`config.mk`:
```
export PLATFORM = sky130hd
export DESIGN_NAME = sm_to_2comp_rr_sched
export DESIGN_NICKNAME = d
export VERILOG_FILES = /design/src/rtl/sm_to_2comp_rr_sched.sv
export SDC_FILE = /design/constraint.sdc
export NUM_CORES = 1
export LEC_CHECK = 0
export CAP_MARGIN = 25
export CORE_MARGIN = 1
export CORE_UTILIZATION = 46
export CTS_BUF_LIST = sky130_fd_sc_hd__clkbuf_2
export CTS_CLUSTER_SIZE = 8
export DETAILED_ROUTE_END_ITERATION = 6
export HOLD_SLACK_MARGIN = 0.15
export PLACE_DENSITY_LB_ADDON = 0.12
export SLEW_MARGIN = 20
export SYNTH_ARGS = -nofsm -noshare
export SYNTH_HDL_FRONTEND = slang
export SYNTH_SLANG_ARGS = --single-unit
```
`constraint.sdc`:
```
create_clock -name clk -period 6.35 [get_ports clk]
set_input_delay 1.27 -clock clk [delete_from_list [all_inputs] [get_ports clk]]
set_output_delay 1.27 -clock clk [all_outputs]
set_load 0.01 [all_outputs]
```
`src/rtl/sm_to_2comp_rr_sched.sv`:
```
// Round-robin shared sign-magnitude to two's-complement converter.
// One requester is granted per word; the result is held on a valid/ready port.
module sm_to_2comp_rr_sched #(
   parameter int unsigned NREQ = 4,
   parameter int unsigned W    = 4,
   parameter int unsigned IDW  = 2
) (
   input  logic              clk,
   input  logic              rst,
   input  logic [NREQ-1:0]   req_valid,
   input  logic [NREQ*W-1:0] req_data,
   output logic [NREQ-1:0]   req_ready,
   output logic              out_valid,
   input  logic              out_ready,
   output logic [W-1:0]      out_data,
   output logic [IDW-1:0]    out_id,
   output logic              neg_zero,
   output logic              busy
);

   typedef enum logic [0:0] {StIdle, StHold} state_e;

   state_e         state_q, state_d;
   logic [IDW-1:0] rr_ptr_q, rr_ptr_d;
   logic           out_valid_q, out_valid_d;
   logic [W-1:0]   out_data_q, out_data_d;
   logic [IDW-1:0] out_id_q, out_id_d;
   logic           neg_zero_q, neg_zero_d;

   logic           gnt_any;
   logic [IDW-1:0] gnt_idx;
   logic [IDW-1:0] scan_idx;
   logic [W-1:0]   sel_word;
   logic [W-1:0]   conv_word;
   logic           conv_nz;

   // First valid requester at or after rr_ptr, wrapping modulo NREQ.
   always_comb begin
      gnt_any  = 1'b0;
      gnt_idx  = '0;
      scan_idx = '0;
      for (int unsigned k = 0; k < NREQ; k++) begin
         scan_idx = IDW'((32'(rr_ptr_q) + k) % NREQ);
         if (!gnt_any && req_valid[scan_idx]) begin
            gnt_any = 1'b1;
            gnt_idx = scan_idx;
         end
      end
   end

   assign sel_word = req_data[32'(gnt_idx)*W +: W];

   always_comb begin
      conv_nz = 1'b0;
      if (!sel_word[W-1]) begin
         conv_word = {1'b0, sel_word[W-2:0]};
      end else if (sel_word[W-2:0] == '0) begin
         conv_word = '0;
         conv_nz   = 1'b1;
      end else begin
         conv_word = (~{1'b0, sel_word[W-2:0]}) + W'(1);
      end
   end

   always_comb begin
      state_d     = state_q;
      rr_ptr_d    = rr_ptr_q;
      out_valid_d = out_valid_q;
      out_data_d  = out_data_q;
      out_id_d    = out_id_q;
      neg_zero_d  = neg_zero_q;
      req_ready   = '0;
      unique case (state_q)
         StIdle: begin
            if (gnt_any) begin
               // Grant is suppressed while reset is held so no transfer can complete.
               req_ready   = rst ? '0 : (NREQ'(1) << gnt_idx);
               out_data_d  = conv_word;
               out_id_d    = gnt_idx;
               neg_zero_d  = conv_nz;
               out_valid_d = 1'b1;
               rr_ptr_d    = (gnt_idx == IDW'(NREQ - 1)) ? '0 : gnt_idx + IDW'(1);
               state_d     = StHold;
            end
         end
         StHold: begin
            if (out_ready) begin
               out_valid_d = 1'b0;
               state_d     = StIdle;
            end
         end
         default: state_d = StIdle;
      endcase
   end

   always_ff @(posedge clk or posedge rst) begin
      if (rst) begin
         state_q     <= StIdle;
         rr_ptr_q    <= '0;
         out_valid_q <= 1'b0;
         out_data_q  <= '0;
         out_id_q    <= '0;
         neg_zero_q  <= 1'b0;
      end else begin
         state_q     <= state_d;
         rr_ptr_q    <= rr_ptr_d;
         out_valid_q <= out_valid_d;
         out_data_q  <= out_data_d;
         out_id_q    <= out_id_d;
         neg_zero_q  <= neg_zero_d;
      end
   end

   assign out_valid = out_valid_q;
   assign out_data  = out_data_q;
   assign out_id    = out_id_q;
   assign neg_zero  = neg_zero_q;
   assign busy      = (state_q != StIdle);

endmodule

```
# Word level (Yosys, flattened, before mapping)
# Index checks and enable logic that the tools add are counted.
[op_classes]
reduce_logical = 9
addsub = 5
n_lt_le_gt_ge = 4
bitwise_logic = 2
n_eq_ne = 3
shifts = 2
mux = 30
[op_table]
columns = ["operator", "count"]
rows = [
  ["$mux 4", 5],
  ["$shiftx 16x5->4", 1],
  ["$mux 1", 14],
  ["$lt 2x3->1 const B", 4],
  ["$mux 2", 5],
  ["$bmux 1 s2", 4],
  ["$add 2x1->2 const B", 2],
  ["$add 2x2->2 const B", 2],
  ["$add 4x1->4 const B", 1],
  ["$ne 2x2->1 const B", 2],
  ["$not 3->4", 1],
  ["$pmux 1 s2", 2],
  ["$reduce_and 2->1", 2],
  ["$shl 1x2->4 const A", 1],
  ["$logic_and 1x1->1", 3],
  ["$logic_not 1->1", 3],
  ["$logic_not 3->1", 1],
  ["$eq 2x2->1 const B", 1],
  ["$not 1->1", 1],
]
[word_totals]
register_bits = 11
out_inout_bits = 13
inputBits = 23

# Logic depth before layout (Yosys ltp)
# Gate-level depths: netlist of the first run.
[logic_depth]
depth_word = 17
ltp_mapped = 11
mapped_depth_nobuf = 10

# Least setup slack after synthesis of the first run
# Ideal clock, no wire load.
[synth_timing]
path_kind = "in2out"
from = "input port req_valid[2]"
to = "output port req_ready[0]"
path_slack_ns = 2.723
required_ns = 5.080
n_path_buf = 1
arrival_time_ns = 2.357
stages = 7
path_cell_list = "nor2b_1 > a21o_1 > a211oi_2 > buf_6 > inv_1 > ha_1 > and2_1"
[synth_via]
elab_chain_len = 16
word_cells_on_any_way = 26
classes_between = "shift: 1; mux: 19; reduce/logical: 6"
[synth_rtl]
columns = ["item", "line", "text"]
rows = [
  ["start, declared", "10", "input logic [NREQ-1:0] req_valid,"],
  ["$bmux 1 s2", "44", "if (!gnt_any && req_valid[scan_idx]) begin"],
  ["$mux 1 (implied by the code)", "44", ""],
  ["$mux 1", "44", ""],
  ["$logic_not 1->1", "44", ""],
  ["$logic_and 1x1->1", "44", ""],
  ["$mux 1", "44", ""],
  ["$logic_not 1->1", "44", ""],
  ["$logic_and 1x1->1", "44", ""],
  ["$mux 1", "44", ""],
  ["$logic_not 1->1", "44", ""],
  ["$logic_and 1x1->1", "44", ""],
  ["$mux 2 *", "44", ""],
  ["via gnt_idx[0]", "31", "logic [IDW-1:0] gnt_idx;"],
  ["$shl 1x2->4 *", "77", "req_ready = rst ? '0 : (NREQ'(1) << gnt_idx);"],
  ["$mux 4 *", "77", ""],
  ["$mux 4 *", "75", "if (gnt_any) begin"],
  ["$mux 4 *", "73", "unique case (state_q)"],
  ["end, declared", "12", "output logic [NREQ-1:0] req_ready,"],
]
# Mark *: on every way through the listed nets, which the timed path passes. The rest lies on a longest branch. The select of a mux whose other input is x is not followed.

# Final worst setup path of the first run
[layout_timing]
from = "input port req_valid[2]"
to = "output port req_ready[0]"
[layout_via]
elab_chain_len = 16
word_cells_on_any_way = 26
classes_between = "shift: 1; mux: 19; reduce/logical: 6"
[layout_rtl]
columns = ["item", "line"]
rows = [
  ["$bmux 1 s2", "44"],
  ["$mux 1 (implied by the code)", "44"],
  ["$mux 1", "44"],
  ["$logic_not 1->1", "44"],
  ["$logic_and 1x1->1", "44"],
  ["$mux 1", "44"],
  ["$logic_not 1->1", "44"],
  ["$logic_and 1x1->1", "44"],
  ["$mux 1", "44"],
  ["$logic_not 1->1", "44"],
  ["$logic_and 1x1->1", "44"],
  ["$mux 2", "44"],
  ["$shl 1x2->4", "77"],
  ["$mux 4", "77"],
  ["$mux 4 *", "75"],
  ["$mux 4 *", "73"],
]
# Mark *: on every way between the ends. The rest lies on a longest branch, timed or not. The select of a mux whose other input is x is not followed.

==> flow_metrics.py, run 1 <==
metrics = {
    "sta": {
        "fmax_mhz": 196,
        "finalSetupViolCount": 0,
        "slew_violations": 0,
        "hold_viol_final": 0,
        "rsz0062_at_grt": "false",
        "finClkSkew_ns": 0.00215,
        "fin_setup_tns_ns": 0,
        "slew_headroom_pct": 37.1,
        "worstMarginPinSlew_ns": 0.941,
        "min_period_ns": 5.11,
        "setup_slack_ns": 1.24,
        "post-route-period-util_pct": 80.5,
    },
    "drt": {
        "first_pass_iters": 5,
        "wl_per_cell_um": 13.2,
        "drt-total-wl_mm": 1.91,
        "vias": 760,
        "via_per_inst": 5.28,
        "drt_iter0_drc": 12,
        "drt.antenna.violating_nets": 0,
        "drc": 0,
    },
    "critical_path": {
        "crit_required_ns": 5.08,
        "setup.worst_path.end": "req_ready[0]",
        "crit_path_start_kind": "primary input",
        "crit_top_cell": "clkdlybuf4s50_1",
        "slowest_stage": "a211oi_2",
        "reg2reg_from": "rr_ptr_q[0]",
        "reg2reg_depth": 10,
        "cp_cell_sequence": "clkdlybuf4s50_1, nor2b_1, a21o_1, a211oi_2, inv_1, ha_1, and2_1, clkdlybuf4s50_1",
        "critical_path_arrival_ns": 3.84,
        "critPathCaptureType": "output pin",
        "crit_path_max_fanout": 11,
        "r2r_slack_ns": 3.40,
        "slowest_delay_ns": 0.80,
        "r2r_end": "out_data[2]",
        "path_class": "in -> out",
        "crit_start": "req_valid[2]",
    },
    "global_routing": {
        "gr-usage-all-layers_pct": 22.7,
        "grt_max_degree": 21,
        "overflow": 0,
        "grt_pass1_vias": 776,
        "grt_pass1_wl_mm": 3.25,
        "antenna_found_initial": 0,
    },
    "clocking": {
        "clockBufferDepth": 2,
        "clk_latency_ns": 0.26,
        "post_cts_buffers": 0,
        "ctsResizeCount": 0,
        "clock-root-buffer": "clkbuf_2",
        "ctsHoldBuffers": 0,
        "cts_sinks": 11,
        "path_clk_slew_ns": 0.11,
        "cts_tree": "built",
        "cts_buffers": 3,
        "htreeDepth": 1,
    },
    "power_and_ir_drop": {
        "p_leak_nw": 0.543,
        "clkPwrFrac_pct": 10.3,
        "vdd_drop_max_mv": 0.219,
        "power.switching_mw": 0.158,
        "internal-power_mw": 0.241,
        "swShare_pct": 39.6,
        "seqPwrFrac_pct": 29.2,
        "combPwrFrac_pct": 60.5,
        "powerDensity_nw_per_um2": 330,
    },
    "yosys": {
        "yosysUniqueCellTypes": 31,
        "ys.warnings.count": 0,
        "muxShareOfSynthArea_pct": 19.5,
        "mappedNetlistArea_um2": 828,
        "synth_top_flop_cell": "dfrtp_1",
        "synth_top_family_by_area": "multiplexers",
        "syn_nets": 114,
        "avgSynthCellArea_um2": 9.86,
        "synth_fa_ha_area_share_pct": 10.6,
        "synth_edf_count": 0,
        "async_flop_share_pct": 100,
        "synth-seq-cells": 11,
        "yosysSeqAreaShare_pct": 33.2,
        "synth_xor_area_share_pct": 0,
        "synth_cells": 84,
        "yosys.area_share.simple_pct": 15.1,
        "synth_compound_area_share_pct": 16.5,
    },
    "final_layout": {
        "num-nets-final": 151,
        "drive_gt1_share_pct": 13.3,
        "syn2layout_area_growth_pct": 45.9,
        "antennaDiodeCount": 0,
        "fill_cells": 116,
    },
    "place": {
        "dpl.hpwl_mm": 1.45,
        "place_ws_ns": 1.22,
        "io_buffers": 35,
        "gp_congestion": 0.733,
    },
    "floorplanning": {
        "core_area_um2": 1590,
        "dieArea_um2": 1970,
        "fp.dieH_um": 44.4,
        "start_util_pct": 52.0,
        "rows": 14,
        "die_x_um": 44.4,
        "io_pins": 36,
    },
    "hold_path": {
        "hold_class": "reg -> reg",
        "min_path_cells": 1,
    },
    "status": {
        "outcome": "completed",
    },
    "job": {
        "drv_cap": 0,
    },
}
worst min path at each step:
stage / start / end / slack (ns)
floorplan: out_valid / out_valid / 0.51
global placement: out_valid / out_valid / 0.46
detailed placement: out_data[0] / out_data[0] / 0.47
finish: out_data[0] / out_data[0] / 0.49
CTS: out_data[0] / out_data[0] / 0.49
global route: out_valid / out_valid / 0.53
flip-flops by register name, summed over array words and instances, names as in the netlist:
name	cells
out_data	4
out_id	2
busy	1
out_valid	1
neg_zero	1
rr_ptr_q	2
synth_stat cells, types with 2 or more instances:
library cell	number	share of area [%]
a21o_1	2	1.8
dfrtp_1	11	33
inv_1	5	2.3
or2_2	2	1.5
a21oi_1	4	2.4
o21ai_0	5	3.0
nand2_1	7	3.2
nor2_1	4	1.8
ha_1	7	11
and2_1	4	3.0
mux2_2	3	4.1
a211oi_2	2	3.0
nand2b_1	2	1.5
mux2i_1	9	11
critical path: cells and delay by family:
family	cells	cell delay (ns)
adders and majority gates	1	0.24
and+or+nand+nor	2	0.29
buffers and inverters	3	1.06
AOI/OAI and AO/OA	2	0.97
layer usage:
metal  vias to the layer above  track usage, %  share of wire, %
li1                        368               -                 -
met1                       365            24.0                38
met2                        25            44.4                57
met3                         2            6.12               5.0
met4                         0            4.24              0.26
met5                         -               0                 0
area by class of cell:
type | instances | area [um^2] | area share, %
sequential | 11 | 275 | 22.8
inverter | 6 | 22.5 | 1.86
timing repair buffer | 35 | 350 | 29.0
clock buffer | 4 | 20.0 | 1.66
multi-input combinational | 64 | 510 | 42.2
tap | 24 | 30.0 | 2.48
cell families (layout without fill, tap and decap cells):
group	count (synthesis)	after routing
buffers and inverters	9	45
DFF	11	11
muxes	14	14
AOI/OAI and AO/OA	19	19
and+or+nand+nor	24	24
adders and majority gates	7	7
power groups by stage:
stage / logic, mW / registers [mW] / clock network [mW]
finish: 0.241 / 0.117 / 0.0411
floorplan: 0.150 / 0.124 / 0
global placement: 0.234 / 0.115 / 0
global route: 0.266 / 0.119 / 0.0444
detailed placement: 0.242 / 0.117 / 0
CTS: 0.244 / 0.116 / 0.0414
cell usage in the layout (no fill, tap or decap), types with 5 or more instances in the layout:
cell type / synthesis / routed
clkdlybuf4s50_1: 0 / 35
dfrtp_1: 11 / 11
mux2i_1: 9 / 9
nand2_1: 7 / 7
ha_1: 7 / 7
inv_1: 5 / 5
o21ai_0: 5 / 5
through the flow:
step / utilization, % / cells / cell area (um^2) / power (mW) / hold slack (ns)
floorplan: - / 84 / 828 / 0.274 / 0.508
global placement: 74.6 / 140 / 1190 / 0.349 / 0.457
detailed placement: 74.6 / 140 / 1190 / 0.359 / 0.470
CTS: 75.8 / 144 / 1210 / 0.401 / 0.494
global route: 75.8 / 144 / 1210 / 0.430 / 0.525
finish: 75.8 / 144 / 1210 / 0.399 / 0.491
Power figures use the tool's default switching activity.
==> run 2, diff against run 1 <==
CORE_UTILIZATION = 43   (was 46)
clock period = 5.2 ns   (was 6.35 ns; I/O delays follow)
==> flow_metrics.py, run 2 (same netlist as run 1, synthesis figures left out) <==
metrics = {
    "power_and_ir_drop": {
        "total_power_mw": 0.484,
        "vdd_drop_max_mv": 0.256,
        "p_leak_nw": 0.548,
        "powerDensity_nw_per_um2": 397,
    },
    "drt": {
        "via_per_inst": 5.04,
        "drt.antenna.violating_nets": 0,
        "vias": 736,
        "drt-total-wl_mm": 1.71,
        "first_pass_iters": 4,
        "wl_per_cell_um": 11.7,
        "drc": 0,
        "drt_iter0_drc": 13,
    },
    "floorplanning": {
        "fp.dieH_um": 45.9,
        "start_util_pct": 47.0,
        "rows": 15,
        "io_pins": 36,
        "dieArea_um2": 2110,
        "core_area_um2": 1760,
        "die_x_um": 45.9,
    },
    "global_routing": {
        "grt_max_degree": 21,
        "gr-usage-all-layers_pct": 18.2,
        "grt_pass1_wl_mm": 2.82,
        "overflow": 0,
        "grt_pass1_vias": 669,
        "antenna_found_initial": 0,
    },
    "clocking": {
        "post_cts_buffers": 0,
        "cts_tree": "built",
        "clock-root-buffer": "clkbuf_2",
        "ctsResizeCount": 0,
        "cts_buffers": 3,
        "htreeDepth": 1,
        "ctsHoldBuffers": 0,
        "clk_latency_ns": 0.25,
        "path_clk_slew_ns": 0.09,
        "cts_sinks": 11,
        "clockBufferDepth": 2,
    },
    "status": {
        "outcome": "completed",
    },
    "sta": {
        "finClkSkew_ns": 0.0111,
        "min_period_ns": 4.20,
        "worstMarginPinSlew_ns": 0.408,
        "finalSetupViolCount": 0,
        "hold_viol_final": 0,
        "fmax_mhz": 238,
        "slew_headroom_pct": 72.8,
        "post-route-period-util_pct": 80.8,
        "slew_violations": 0,
        "rsz0062_at_grt": "false",
        "fin_setup_tns_ns": 0,
    },
    "critical_path": {
        "reg2reg_depth": 9,
        "r2r_slack_ns": 2.67,
        "critical_path_arrival_ns": 3.16,
        "crit_required_ns": 4.16,
        "crit_path_max_fanout": 20,
        "critPathCaptureType": "output pin",
        "path_class": "in -> out",
        "crit_start": "req_valid[3]",
        "setup.worst_path.end": "req_ready[2]",
        "crit_path_start_kind": "primary input",
        "reg2reg_from": "rr_ptr_q[1]",
        "r2r_end": "out_data[2]",
    },
    "place": {
        "gp_congestion": 0.810,
        "io_buffers": 35,
        "dpl.hpwl_mm": 1.36,
    },
    "final_layout": {
        "fill_cells": 158,
        "mostFrequentLayoutCells": "clkdlybuf4s50_1 (35), dfrtp_1 (11), mux2i_1 (9)",
        "syn2layout_area_growth_pct": 47.0,
        "drive_gt1_share_pct": 14.0,
        "final_common_cell": "clkdlybuf4s50_1",
        "largest_register_ffs": 4,
        "num-nets-final": 152,
        "antennaDiodeCount": 0,
    },
    "hold_path": {
        "hold_class": "reg -> reg",
    },
    "job": {
        "drv_cap": 0,
    },
}
[run 2: cell types whose count changed in the layout (fill, tap and decap cells not counted)]
cell	delta
buf_4	+1
[run 2: power by group]
group	leakage [nW]	total [mW]	internal, mW	switching (mW)
sequential	0.134	0.142	0.118	0.0239
clock	0.0166	0.0478	0.0204	0.0273
combinational	0.398	0.294	0.159	0.135
total	0.548	0.484	0.297	0.186
[run 2: worst min-delay path by stage]
stage	startpoint	endpoint	slack, ns	cells past startpoint
after floorplan	out_valid	out_valid	0.51	2
after global placement	out_valid	out_valid	0.46	2
after detailed placement	out_data[0]	out_data[0]	0.48	1
after CTS	out_valid	out_valid	0.50	2
after global routing	out_valid	out_valid	0.52	2
final	out_valid	out_valid	0.49	2
[run 2: cell type report]
class	instances	area, um^2	area share (%)
clock buffer	4	20.0	1.64
sequential	11	275	22.6
inverter	6	22.5	1.85
tap	25	31.3	2.57
timing repair buffer	36	358	29.4
multi-input combinational	64	510	41.9
[run 2: routing by layer]
metal | share of wire (%) | up-vias | GRT usage [%]
met4 | 0.23 | 0 | 4.12
met5 | 0 | - | 0
met3 | 4.7 | 2 | 3.17
met2 | 45 | 21 | 28.2
met1 | 49 | 343 | 26.2
li1 | - | 370 | -
[run 2: critical path, cell delays in order]
cell and delay (ns):
clkdlybuf4s50_1 0.45, or2_2 0.32, nor3_1 0.20, or2_2 0.38, nor2_1 0.12, and2_1 0.18
clkdlybuf4s50_1 0.47
[run 2: through the flow]
| step | cells | hold slack (ns) | utilization (%) | area, um^2 | worst slack [ns] |
|---|---|---|---|---|---|
| 2_1_floorplan | 84 | 0.508 | - | 828 | 2.03 |
| 3_3_place_gp | 142 | 0.463 | 67.9 | 1200 | 1.04 |
| 3_5_place_dp | 142 | 0.476 | 67.9 | 1200 | 0.982 |
| 4_1_cts | 146 | 0.503 | 69.0 | 1220 | 0.977 |
| 5_1_grt | 146 | 0.516 | 69.0 | 1220 | 0.825 |
| 6_report | 146 | 0.495 | 69.0 | 1220 | 1.00 |
==> run 3, diff against run 2 <==
CORE_UTILIZATION = 39   (was 43)
clock period = 3.8 ns   (was 5.2 ns; I/O delays follow)
==> flow_metrics.py, run 3 (same netlist as run 1, synthesis figures left out) <==
metrics = {
    "final_layout": {
        "fin_area_um2": 1230,
        "mostFrequentLayoutCells": "clkdlybuf4s50_1 (35), dfrtp_1 (11), mux2i_1 (9)",
        "fill_cells": 183,
        "largest_register_ffs": 4,
        "fin_util_pct": 62.3,
        "num-nets-final": 154,
        "multiInputGateArea_um2": 510,
        "seq_area_um2": 275,
        "final_common_cell": "clkdlybuf4s50_1",
        "drive_gt1_share_pct": 15.4,
        "antennaDiodeCount": 0,
        "syn2layout_area_growth_pct": 49.1,
        "fin_cells": 150,
    },
    "clocking": {
        "clockBufferDepth": 2,
        "cts_tree": "built",
        "ctsHoldBuffers": 0,
        "path_clk_slew_ns": 0.10,
        "ctsResizeCount": 0,
        "cts_buffers": 3,
        "clk_latency_ns": 0.25,
        "cts_sinks": 11,
        "post_cts_buffers": 0,
        "htreeDepth": 1,
        "clock-root-buffer": "clkbuf_2",
    },
    "critical_path": {
        "r2r_slack_ns": 1.17,
        "crit_path_start_kind": "primary input",
        "reg2reg_depth": 11,
        "path_class": "in -> out",
        "critical_path_arrival_ns": 2.79,
        "r2r_end": "out_data[2]",
        "critPathCaptureType": "output pin",
        "reg2reg_from": "rr_ptr_q[0]",
        "crit_required_ns": 3.04,
        "crit_path_max_fanout": 4,
    },
    "place": {
        "place_ws_ns": 0.250,
        "dpl.hpwl_mm": 1.37,
        "placed_area_um2": 1210,
        "io_buffers": 35,
        "gp_congestion": 0.682,
        "dp_cells": 146,
    },
    "drt": {
        "via_per_inst": 4.95,
        "wl_per_cell_um": 11.3,
        "drt-total-wl_mm": 1.69,
        "drc": 0,
        "first_pass_iters": 4,
        "drt_iter0_drc": 13,
        "drt.antenna.violating_nets": 0,
        "vias": 743,
    },
    "sta": {
        "finalSetupViolCount": 0,
        "fmax_mhz": 282,
        "min_period_ns": 3.55,
        "post-route-period-util_pct": 93.4,
        "slew_violations": 0,
        "slew_headroom_pct": 70.9,
        "rsz0062_at_grt": "false",
        "holdWs_ns": 0.483,
        "worstMarginPinSlew_ns": 0.436,
        "setup_slack_ns": 0.251,
        "fin_setup_tns_ns": 0,
        "finClkSkew_ns": 0.00222,
        "hold_viol_final": 0,
    },
    "global_routing": {
        "grt_max_degree": 20,
        "antenna_found_initial": 0,
        "gr-usage-all-layers_pct": 16.5,
        "grt_pass1_wl_mm": 2.60,
        "overflow": 0,
        "grt_pass1_vias": 640,
    },
    "power_and_ir_drop": {
        "powerDensity_nw_per_um2": 538,
        "vdd_drop_max_mv": 0.367,
        "p_leak_nw": 0.557,
        "total_power_mw": 0.664,
    },
    "floorplanning": {
        "io_pins": 36,
        "die_x_um": 48.1,
        "start_util_pct": 41.8,
        "dieArea_um2": 2310,
        "rows": 16,
        "core_area_um2": 1980,
        "fp.dieH_um": 48.1,
    },
    "hold_path": {
        "worst_hold_path.endpoint": "out_data[0]",
        "worstHoldStart": "out_data[0]",
        "hold_class": "reg -> reg",
        "min_path_cells": 1,
    },
    "job": {
        "drv_cap": 0,
    },
    "status": {
        "outcome": "completed",
    },
}
-- run 3: cell types whose count changed in the layout (fill, tap and decap cells not counted) --
cell,before,now
buf_4,1,3
-- run 3: metal layers --
metal	up-vias	routed length, um	GRT usage, %
li1	378	-	-
met1	347	738	19.4
met4	0	0	1.67
met5	-	0	0
met3	0	75	6.79
met2	18	877	29.2
-- run 3: layout make-up --
type	count	share of cell area, %
flip-flops and latches	11	22.3
inverters	6	1.82
multi-input cells	64	41.3
clock buffers	4	1.62
well taps	27	2.74
repair buffers	38	30.2
-- run 3: how the worst max path moves through the flow --
stage / start / to / slack [ns] / cells after the start
after floorplan: req_valid[2] / out_data[2] / 1.02 / 11
after global placement: req_valid[2] / out_data[2] / 0.29 / 12
after detailed placement: req_valid[2] / out_data[2] / 0.25 / 12
after CTS: req_valid[2] / req_ready[2] / 0.24 / 8
after global routing: req_valid[2] / req_ready[2] / 0.13 / 8
final: req_valid[2] / req_ready[2] / 0.25 / 8
-- run 3: power breakdown --
part / internal, mW / switching [mW]
Combinational: 0.224 / 0.183
Clock: 0.0279 / 0.0371
Sequential: 0.161 / 0.0306
-- run 3: critical path: stages --
cell	delay, ns
clkdlybuf4s50_1	0.44
nor2b_1	0.16
a21o_1	0.17
a211oi_2	0.34
inv_1	0.11
ha_1	0.21
and2_1	0.13
clkdlybuf4s50_1	0.47
